`src/rtl/carry_inc_pipe_adder.sv`:
```
// Two-stage pipelined carry-increment adder/subtractor with valid/ready handshakes.
// Optional build macro CIA_OVF_EN adds a registered signed-overflow output 'ovf'.
module carry_inc_pipe_adder #(
  parameter int WIDTH   = 16,
  parameter int GROUP   = 4,
  parameter int VALENCY = 2
) (
  input  logic             clk,
  input  logic             rst_n,
  input  logic             in_valid,
  output logic             in_ready,
  input  logic [WIDTH-1:0] a,
  input  logic [WIDTH-1:0] b,
  input  logic             cin,
  input  logic             sub,
  output logic             out_valid,
  input  logic             out_ready,
  output logic [WIDTH-1:0] sum,
`ifdef CIA_OVF_EN
  output logic             ovf,
`endif
  output logic             cout
);

  if (GROUP < 1 || GROUP > WIDTH) begin : g_group_range
    $error("carry_inc_pipe_adder: GROUP must satisfy 1 <= GROUP <= WIDTH");
  end else if (WIDTH % GROUP != 0) begin : g_group_multiple
    $error("carry_inc_pipe_adder: WIDTH must be a multiple of GROUP");
  end
  if (VALENCY != 2) begin : g_valency
    $error("carry_inc_pipe_adder: only VALENCY = 2 is supported");
  end

  logic s1_valid, s2_valid;
  logic s1_load, s2_load;

  assign s2_load   = !s2_valid || out_ready;
  assign s1_load   = !s1_valid || s2_load;
  assign in_ready  = s1_load;
  assign out_valid = s2_valid;

  logic [WIDTH-1:0] bb, g, p;
  logic [WIDTH-1:0] lg_d, lp_d;
  logic             c0;
  logic             run_g, run_p;

  // Group 0 folds c0 in immediately, so its lg slice holds true carries and its lp slice is zero.
  always_comb begin
    bb    = b ^ {WIDTH{sub}};
    c0    = sub | cin;
    g     = a & bb;
    p     = a ^ bb;
    lg_d  = '0;
    lp_d  = '0;
    run_g = 1'b0;
    run_p = 1'b0;
    for (int j = 0; j < WIDTH; j++) begin
      if (j % GROUP == 0) begin
        run_g = g[j];
        run_p = p[j];
      end else begin
        run_g = g[j] | (p[j] & run_g);
        run_p = p[j] & run_p;
      end
      if (j < GROUP) begin
        lg_d[j] = run_g | (run_p & c0);
        lp_d[j] = 1'b0;
      end else begin
        lg_d[j] = run_g;
        lp_d[j] = run_p;
      end
    end
  end

  logic [WIDTH-1:0] s1_p, s1_lg, s1_lp;
  logic             s1_c0;

  always_ff @(posedge clk or negedge rst_n) begin
    if (!rst_n) begin
      s1_valid <= 1'b0;
      s2_valid <= 1'b0;
    end else begin
      if (s1_load) s1_valid <= in_valid;
      if (s2_load) s2_valid <= s1_valid;
    end
  end

  // Data only loads on a real accept so undriven operands never reach the outputs.
  always_ff @(posedge clk or negedge rst_n) begin
    if (!rst_n) begin
      s1_p  <= '0;
      s1_lg <= '0;
      s1_lp <= '0;
      s1_c0 <= 1'b0;
    end else if (s1_load && in_valid) begin
      s1_p  <= p;
      s1_lg <= lg_d;
      s1_lp <= lp_d;
      s1_c0 <= c0;
    end
  end

  logic [WIDTH:0]   carry;
  logic [WIDTH-1:0] sum_d;
  logic             grp_c, co;

  // grp_c is the carry entering the current group; it ripples once per group boundary.
  always_comb begin
    carry    = '0;
    carry[0] = s1_c0;
    grp_c    = s1_c0;
    co       = 1'b0;
    for (int j = 0; j < WIDTH; j++) begin
      co         = s1_lg[j] | (s1_lp[j] & grp_c);
      carry[j+1] = co;
      if (j % GROUP == GROUP - 1) grp_c = co;
    end
    sum_d = s1_p ^ carry[WIDTH-1:0];
  end

  always_ff @(posedge clk or negedge rst_n) begin
    if (!rst_n) begin
      sum  <= '0;
      cout <= 1'b0;
`ifdef CIA_OVF_EN
      ovf  <= 1'b0;
`endif
    end else if (s2_load && s1_valid) begin
      sum  <= sum_d;
      cout <= carry[WIDTH];
`ifdef CIA_OVF_EN
      ovf  <= carry[WIDTH-1] ^ carry[WIDTH];
`endif
    end
  end

endmodule
```
`config.mk`:
```
export PLATFORM = sky130hd
export DESIGN_NAME = carry_inc_pipe_adder
export DESIGN_NICKNAME = d
export VERILOG_FILES = /design/src/rtl/carry_inc_pipe_adder.sv
export SDC_FILE = /design/constraint.sdc
export NUM_CORES = 1
export LEC_CHECK = 0
export CORE_MARGIN = 2
export CORE_UTILIZATION = 40
export DETAILED_ROUTE_END_ITERATION = 7
export SYNTH_ARGS = -nofsm -noshare
export SYNTH_HDL_FRONTEND = slang
export SYNTH_SLANG_ARGS = --single-unit
```
`constraint.sdc`:
```
create_clock -name clk -period 2.1 [get_ports clk]
set_input_delay 0.21 -clock clk [delete_from_list [all_inputs] [get_ports clk]]
set_output_delay 0.21 -clock clk [all_outputs]
set_load 0.01 [all_outputs]
```
== Word-level counts from Yosys, hierarchy flattened ==
Index checks and enable logic that the tools add are counted.

* Register bits after elaboration: 64
* Input port bits: 38
* Logic and storage cells: 87

* Bitwise logic cells: 73
* Reductions and logical operators: 6

{| class="wikitable"
|+ Operators by type and width
! kind !! number
|-
| $xor A16 B16 Y16 || 3
|-
| $and A1 B1 Y1 || 40
|-
| $or A1 B1 Y1 || 29
|-
| $and A16 B16 Y16 || 1
|-
| $logic_and A1 B1 Y1 || 2
|-
| $logic_not A1 Y1 || 2
|-
| $logic_or A1 B1 Y1 || 2
|}

== Depth between registers and ports, before layout ==
Gate-level depths: netlist of run 1.

* Depth in word-level cells: 9
* Mapped depth: 8
* Gate-level depth less buffers: 6

== Worst setup path after synthesis of run 1 ==
OpenSTA, ideal clock, no wires.

* Kind: input to register
* Start point: input port sub
* End point: register s1_lg[6]
* Library setup time: 125 ps
* Arrival: 1633 ps
* Data required time: 1975 ps
* Slack: 343 ps
* Stages on the path: 7
* Path through: buf_6 > buf_2 > xor2_1 > ha_1 > a21o_1 > a21o_1 > mux2_2

* Word-level cells in the longest chain between the ends: 6

{| class="wikitable"
|+ Ends and longest elaborated chain
! item !! RTL line !! source
|-
| from (decl) || 15 || <nowiki>input logic sub,</nowiki>
|-
| $xor A16 B16 Y16 || 49 || <nowiki>bb = b ^ {WIDTH{sub}};</nowiki>
|-
| $xor A16 B16 Y16 || 52 || <nowiki>p = a ^ bb;</nowiki>
|-
| named net p[5] || 42 || <nowiki>logic [WIDTH-1:0] bb, g, p;</nowiki>
|-
| $and A1 B1 Y1 || 62 || <nowiki>run_g = g[j] | (p[j] & run_g);</nowiki>
|-
| $or A1 B1 Y1 || 62 ||
|-
| $and A1 B1 Y1 || 62 ||
|-
| $or A1 B1 Y1 || 62 ||
|-
| to (signal assigned) || 97 || <nowiki>s1_lg <= lg_d;</nowiki>
|-
| to (decl) || 75 || <nowiki>logic [WIDTH-1:0] s1_p, s1_lg, s1_lp;</nowiki>
|}

The timed path passes the listed nets, and every way through them passes these cells.
A chain may end at the register's enable or synchronous reset.

== Worst setup path in the final report of run 1 ==
* Start point: input port sub
* End point: register s1_lg[11]

* Word-level cells in the longest chain between the ends: 8

{| class="wikitable"
|+ Ends and longest elaborated chain
! item !! RTL line
|-
| $xor A16 B16 Y16 || 49
|-
| $xor A16 B16 Y16 || 52
|-
| named net p[9] || 42
|-
| $and A1 B1 Y1 || 62
|-
| $or A1 B1 Y1 || 62
|-
| $and A1 B1 Y1 || 62
|-
| $or A1 B1 Y1 || 62
|-
| $and A1 B1 Y1 || 62
|-
| $or A1 B1 Y1 || 62
|}

The timed path passes the listed nets, and every way through them passes these cells.

==> summary.md, run 1 <==
| Metric | Value |
|---|---|
| Clk buf depth | 2 |
| Pint | 2.77 mW |
| Worst rel slew slack | 60.9% |
| Post-synthesis instance total | 259 |
| Antenna Cells | 0 |
| Die Ht | 90.4 um |
| R2R depth | 6 |
| First-pass GRT wire length | 9650 um |
| Final period util | 82.4% |
| Via count | 2011 |
| Crit Path Max Fanout | 7 |
| Fin crit period | 1.73 ns |
| RSZ-0062 raised after global routing | no |
| GRT Residual Overflow | 0 |
| Clk root buf | clkbuf_8 |
| Psw | 1.08 mW |
| Initial DRC count | 54 |
| Antenna viol nets, final | 0 |
| Cts bufs inserted | 9 |
| Crit path capture type | flip-flop |
| Post-synthesis async set-or-reset flop share | 100% |
| Worst-margin pin slew | 0.586 ns |
| Worst Setup Path Type | input pin to flip-flop |
| Main synth FF type | dfrtp_1 |
| Synthesis-to-finish area growth | 31.6% |
| Maximum vdd drop | 379 uV |
| Seq pwr share | 42.9% |
| Sw Ratio | 28.0% |
| Die footprint | 0.00817 sq mm |
| Clock slew at reported path FFs | 0.06 ns |
| Routed WL | 5660 um |
| Hold Crit Class | input pin to asynchronous set/reset pin |
| RR Endpoint | sum[13]$_DFFE_PN0P_ |
| Worst Path Required | 2.30 ns |
| Number of global-route vias before repair | 1988 |
| GR Util All Layers | 14.9% |
| Clock Latency Late Sink | 0.33 ns |
| Core area | 0.00725 sq mm |
| # DRC | 0 |
| Worst path arrival time | 1.93 ns |
| Routability cong. | 0.777 |
| Hold Buf Count CTS | 1 |
| R2r setup slk | 0.50 ns |
| TritonCTS clock tree | built |
| Skew final | 0.00553 ns |
| Initial Util | 41.2% |
| Vias/cell | 4.67 |
| Distinct cells, synth | 31 |
| Power Density | 980 mW/mm^2 |
| Initial antenna violation count | 0 |
| Clk pwr share | 28.0% |
| Cell area after synthesis | 0.00299 sq mm |
| CTS H-Tree Depth | 3 |
| Final setup violation count | 0 |
| Ys Warns | 0 |
| Post-route core utilization | 54.2% |
| Row count | 31 |
| CTS Sinks | 61 |
| Register area share after synthesis | 51.1% |
| # port buffers | 56 |
| Crit start category | input pin |
| Post-Syn Nets | 316 |
| Fin. Hold Viols | 0 |
| MaxCap Viol Count | 0 |
| Share of layout cells above drive strength 1 | 18.1% |
| Max-slew violations | 0 |
| Die W | 90.4 um |
| Setup TNS | 0 ns |
| Setup Buffers After CTS | 0 |
| I/O pin cnt | 57 |
| Logic pwr share | 29.1% |
| Mapped Avg Cell Area | 11.5 sq um |
| Fillers | 669 |
| Drt pass-1 iters | 4 |
| Final net count | 384 |
| Outcome | finished, final reports clean |
| Leak | 1.78 nW |
| Largest net degree at the start of global routing | 39 |
| Post-synth EDFFs | 0 |
| Critical R2R Launch | s1_lg[3]$_DFFE_PN0P_ |
| Flops & latches, synth | 61 |
| WL/cell | 13.1 um |
| Maximum clock rate | 0.578 GHz |
| Post-cts resize count | 0 |
| HPWL after DPL | 4130 um |
## layer usage
metal | track usage (%) | part of all wire [%] | vias to the layer above
met4 | 5.38 | 0.57 | 0
met5 | 0 | 0 | -
met2 | 22.9 | 47 | 45
li1 | - | - | 1038
met1 | 20.2 | 47 | 924
met3 | 4.42 | 4.9 | 4
## flip-flops by register name, summed over array words and instances, names as in the netlist
name       cells
s1_valid       1
s1_lg         16
s1_p          16
out_valid      1
s1_lp          9
cout           1
sum           16
s1_c0          1
## metrics by stage
| stage | setup slack [ns] | cells | area (sq um) | hold WS [ns] | total power [mW] |
|---|---|---|---|---|---|
| after floorplan | 0.343 | 259 | 2990 | -0.0856 | 2.27 |
| after global placement | 0.0875 | 414 | 3710 | 0.247 | 2.79 |
| after detailed placement | 0.0224 | 414 | 3710 | 0.246 | 2.81 |
| after CTS | 0.365 | 431 | 3930 | 0.422 | 3.91 |
| after global routing | 0.222 | 431 | 3930 | 0.453 | 4.11 |
| final | 0.369 | 431 | 3930 | 0.415 | 3.85 |
## cells by family after synthesis
group / synth area share, %
flops: 51.1
mux: 10.1
xor+xnor: 8.51
compound gates: 10.9
fa+ha+maj: 7.96
buf+inv: 2.68
simple gates: 8.76
## cells in the final DEF, fill, tap and decap left out, types with 2 or more instances in the layout
cell             synthesis  final
clkdlybuf4s50_1          0     55
a21oi_1                  8      8
buf_12                   0      3
dfrtp_1                 61     61
ha_1                    19     19
a21o_1                   6      6
nand2_1                 38     38
xor2_1                  25     25
buf_4                    4      8
mux2i_1                  2      2
nor2_1                   4      4
nand3_1                  5      5
nand4_1                  3      3
mux2_2                  25     25
o21ai_1                  5      5
clkbuf_8                 0     12
xnor2_1                  4      4
nand2b_1                 3      3
a31oi_1                  2      2
o21ai_0                 27     27
## cells in the mapped netlist (all sizes together) (2+ instances only)
library cell / n / area share, %
mux2: 25 / 9.4
nand2: 39 / 5.0
or2: 2 / 0.50
xnor2: 4 / 1.2
dfrtp: 61 / 51
nand3: 5 / 0.84
nand4: 3 / 0.63
nor2: 4 / 0.50
a31oi: 2 / 0.42
a21oi: 9 / 1.9
nand2b: 3 / 0.63
a21o: 7 / 1.8
buf: 10 / 2.4
ha: 19 / 8.0
o21ai: 32 / 5.4
mux2i: 2 / 0.67
xor2: 25 / 7.3
## critical path: stages
cell	delay, ns
clkdlybuf4s50_1	0.45
buf_4	0.20
xor2_1	0.18
ha_1	0.26
a21o_1	0.19
a21o_1	0.18
a21oi_1	0.15
o21ai_0	0.09
## worst max-delay path by stage
stage / depth (start not counted) / start / to
after global placement: 7 / sub / s1_lg[10]$_DFFE_PN0P_
after CTS: 8 / sub / s1_lg[15]$_DFFE_PN0P_
after floorplan: 7 / sub / s1_lg[6]$_DFFE_PN0P_
after global routing: 8 / sub / s1_lg[11]$_DFFE_PN0P_
final: 8 / sub / s1_lg[11]$_DFFE_PN0P_
after detailed placement: 8 / sub / s1_lg[11]$_DFFE_PN0P_
## power by group through the flow
stage / sequential (mW) / combinational, mW / clock, mW
4_1_cts: 1.66 / 1.14 / 1.11
3_5_place_dp: 1.68 / 1.13 / 0
3_3_place_gp: 1.67 / 1.12 / 0
5_1_grt: 1.70 / 1.25 / 1.16
2_1_floorplan: 1.71 / 0.559 / 0
6_report: 1.65 / 1.12 / 1.08
## cell type report
cell class | instances | area (sq um) | share of cell area (%)
Sequential cell | 61 | 1530 | 38.8
Multi-Input combinational cell | 186 | 1380 | 35.1
Timing Repair Buffer | 68 | 686 | 17.4
Clock buffer | 13 | 169 | 4.30
Tap cell | 99 | 124 | 3.15
Clock inverter | 3 | 42.5 | 1.08
Inverter | 1 | 3.75 | 0.0955
Note: power is estimated with default switching activity, not from simulation.
==> inputs of run 2 (changes only) <==
- clock period: 2.1 -> 1.8 ns (I/O delays scaled with it)
==> summary.md, run 2 (same netlist as run 1, synthesis figures left out) <==
| Metric | Value |
|---|---|
| Power Density | 1100 mW/mm^2 (+12%) |
| Clk root buf | clkbuf_8 |
| Most common cell after layout, fill and taps aside | dfrtp_1 |
| Antenna viol nets, final | 0 (unchanged) |
| Highest-count cells in the layout ignoring fill and taps | 61 x dfrtp_1, 55 x clkdlybuf4s50_1, 38 x nand2_1, 27 x o21ai_0 |
| Post-route core utilization | 54.6% (+0.47 points) |
| Cts bufs inserted | 9 (unchanged) |
| Area after DPL | 0.00378 sq mm (+1.8%) |
| Leak | 1.80 nW (+1.2%) |
| Area of the multi-input gates | 0.00138 sq mm (unchanged) |
| Row count | 31 (unchanged) |
| Max-slew violations | 0 (unchanged) |
| WL/cell | 12.9 um (-1.8%) |
| Regs by FF count | s1_lg x16, s1_p x16, sum x16 |
| # DRC | 0 (unchanged) |
| Skew final | 0.00503 ns (-0.000492 ns) |
| MaxCap Viol Count | 0 (unchanged) |
| # port buffers | 56 (unchanged) |
| CP cell instances | clkdlybuf4s50_1, buf_12, buf_12, xor2_1, ha_1, a21o_1, a21oi_1, o21ai_0 |
| Vias/cell | 4.61 (-1.2%) |
| Outcome | finished, final reports clean |
| Routability cong. | 0.742 (-4.6%) |
| Share of layout cells above drive strength 1 | 19.0% (+0.98 points) |
| Final setup violation count | 0 (unchanged) |
| I/O pin cnt | 57 (unchanged) |
| RSZ-0062 raised after global routing | no |
| CTS H-Tree Depth | 3 (unchanged) |
| Register area | 0.00153 sq mm (unchanged) |
| GRT Residual Overflow | 0 (unchanged) |
| Die W | 90.4 um (unchanged) |
| First-pass GRT wire length | 9830 um (+1.9%) |
| TritonCTS clock tree | built |
| Largest stage delay on the critical path | 0.44 ns (about the same) |
| Slowest CP cell | clkdlybuf4s50_1 |
| Fin crit period | 1.65 ns |
| Worst path arrival time | 1.87 ns (-0.06 ns) |
| GRT met3 Usage | 3.34% (-1.1 points) |
| Via count | 2005 (-0.30%) |
| Worst-margin pin slew | 0.322 ns (-0.264 ns) |
| Clk buf depth | 2 (unchanged) |
| Die Ht | 90.4 um (unchanged) |
| Fin. Hold Viols | 0 (unchanged) |
| Maximum clock rate | 0.605 GHz |
| Maximum vdd drop | 383 uV (+1.0%) |
| Fillers | 661 (-1.2%) |
| Number of global-route vias before repair | 2068 (+4.0%) |
| Synthesis-to-finish area growth | 32.8% |
| Core area | 0.00725 sq mm (unchanged) |
| Crit Path Max Fanout | 9 (+2) |
| Layer with the highest usage | met2 |
| Hold Crit Class | input pin to asynchronous set/reset pin |
| Initial DRC count | 64 (+19%) |
| Fin cells | 435 (+0.93%) |
| Clock slew at reported path FFs | 0.06 ns (about the same) |
| Antenna Cells | 0 (unchanged) |
| Clock Latency Late Sink | 0.34 ns (about the same) |
| Drt pass-1 iters | 4 (unchanged) |
| CP most frequent cell | buf_12 |
| Largest net degree at the start of global routing | 62 (+59%) |
| Worst Path Required | 2.02 ns (-0.28 ns) |
| CTS Sinks | 61 (unchanged) |
| Met2 usage | 23.9% (+0.94 points) |
| Crit path capture type | flip-flop |
| Final net count | 388 (+1.0%) |
| Worst Setup Path Type | input pin to flip-flop |
| Fin area | 0.00396 sq mm (+0.86%) |
| Hold Slack | 0.363 ns (-0.0520 ns) |
| Worst rel slew slack | 78.5% (+18 points) |
| Total power | 4.37 mW (+13%) |
| Post-cts resize count | 0 (unchanged) |
| Met1 Track Usage GR | 20.0% (-0.18 points) |
| Crit start category | input pin |
| HPWL after DPL | 4050 um (-2.1%) |
| Final period util | 91.9% |
| Placed Cells | 418 (+0.97%) |
| Routed WL | 5600 um (-0.90%) |
| Initial antenna violation count | 0 (unchanged) |
| Die footprint | 0.00817 sq mm (unchanged) |
| GR Util All Layers | 15.3% (+0.35 points) |
| Initial Util | 41.2% (unchanged) |
-- run 2: cell types whose count changed in the layout (fill, tap and decap cells not counted), sizes merged --
cell    previous run  this run
clkinv             1         3
clkbuf            13        12
bufinv             1         0
buf               12        16
-- run 2: area by class of cell --
cell class | count | share of cell area (%)
Clock buffer | 12 | 3.91
Clock inverter | 4 | 0.568
Inverter | 1 | 0.0947
Multi-Input combinational cell | 186 | 34.8
Sequential cell | 61 | 38.5
Tap cell | 99 | 3.13
Timing Repair Buffer | 72 | 19.0
-- run 2: repair_timing --
item	CTS	global route
hold endpoints to repair	61	0
hold buffers	1	0
buffers inserted	0	0
-- run 2: final timing paths --
check / from / end / slack (ns) / cells past startpoint
worst min register to register: sum[5]$_DFFE_PN0P_ / sum[5]$_DFFE_PN0P_ / 0.47 / 2
worst min-delay path: rst_n / sum[5]$_DFFE_PN0P_ / 0.36 / 3
worst max-delay path: sub / s1_lg[15]$_DFFE_PN0P_ / 0.15 / 8
worst max register to register: s1_lg[7]$_DFFE_PN0P_ / sum[13]$_DFFE_PN0P_ / 0.29 / 6
max in group asynchronous: rst_n / s1_lg[13]$_DFFE_PN0P_ / 1.17 / 3
min in group clk: sum[5]$_DFFE_PN0P_ / sum[5]$_DFFE_PN0P_ / 0.47 / 2
-- run 2: critical path, delay by kind of cell --
family | cells | cell delay (ns)
AO/OA/AOI/OAI | 3 | 0.49
buffers and inverters | 3 | 0.74
adder cells (fa/ha/maj) | 1 | 0.29
XOR/XNOR | 1 | 0.15
-- run 2: report_power, final --
part           switching, mW  leakage [nW]  total, mW  internal, mW
clock network          0.531        0.0921       1.10         0.567
registers              0.200         0.748       1.92          1.72
logic                  0.557         0.963       1.35         0.789
total                   1.29          1.80       4.37          3.08
-- run 2: per-layer routing --
metal | wire, um | part of all wire (%)
met5 | 0 | 0
met4 | 110 | 2.0
met3 | 237 | 4.2
met2 | 2600 | 46
met1 | 2660 | 47
-- run 2: through the flow --
step,worst slack [ns],TNS (ns)
2_1_floorplan,0.0726,0
3_3_place_gp,-0.170,-1.64
3_5_place_dp,-0.203,-2.06
4_1_cts,0.151,0
5_1_grt,0.0537,0
6_report,0.146,0
==> inputs of run 3 (changes only) <==
- CTS_CLUSTER_DIAMETER: unset -> 60
==> results of run 3 <==
Same layout as run 2: the final DEF is identical, and so are final timing and power.
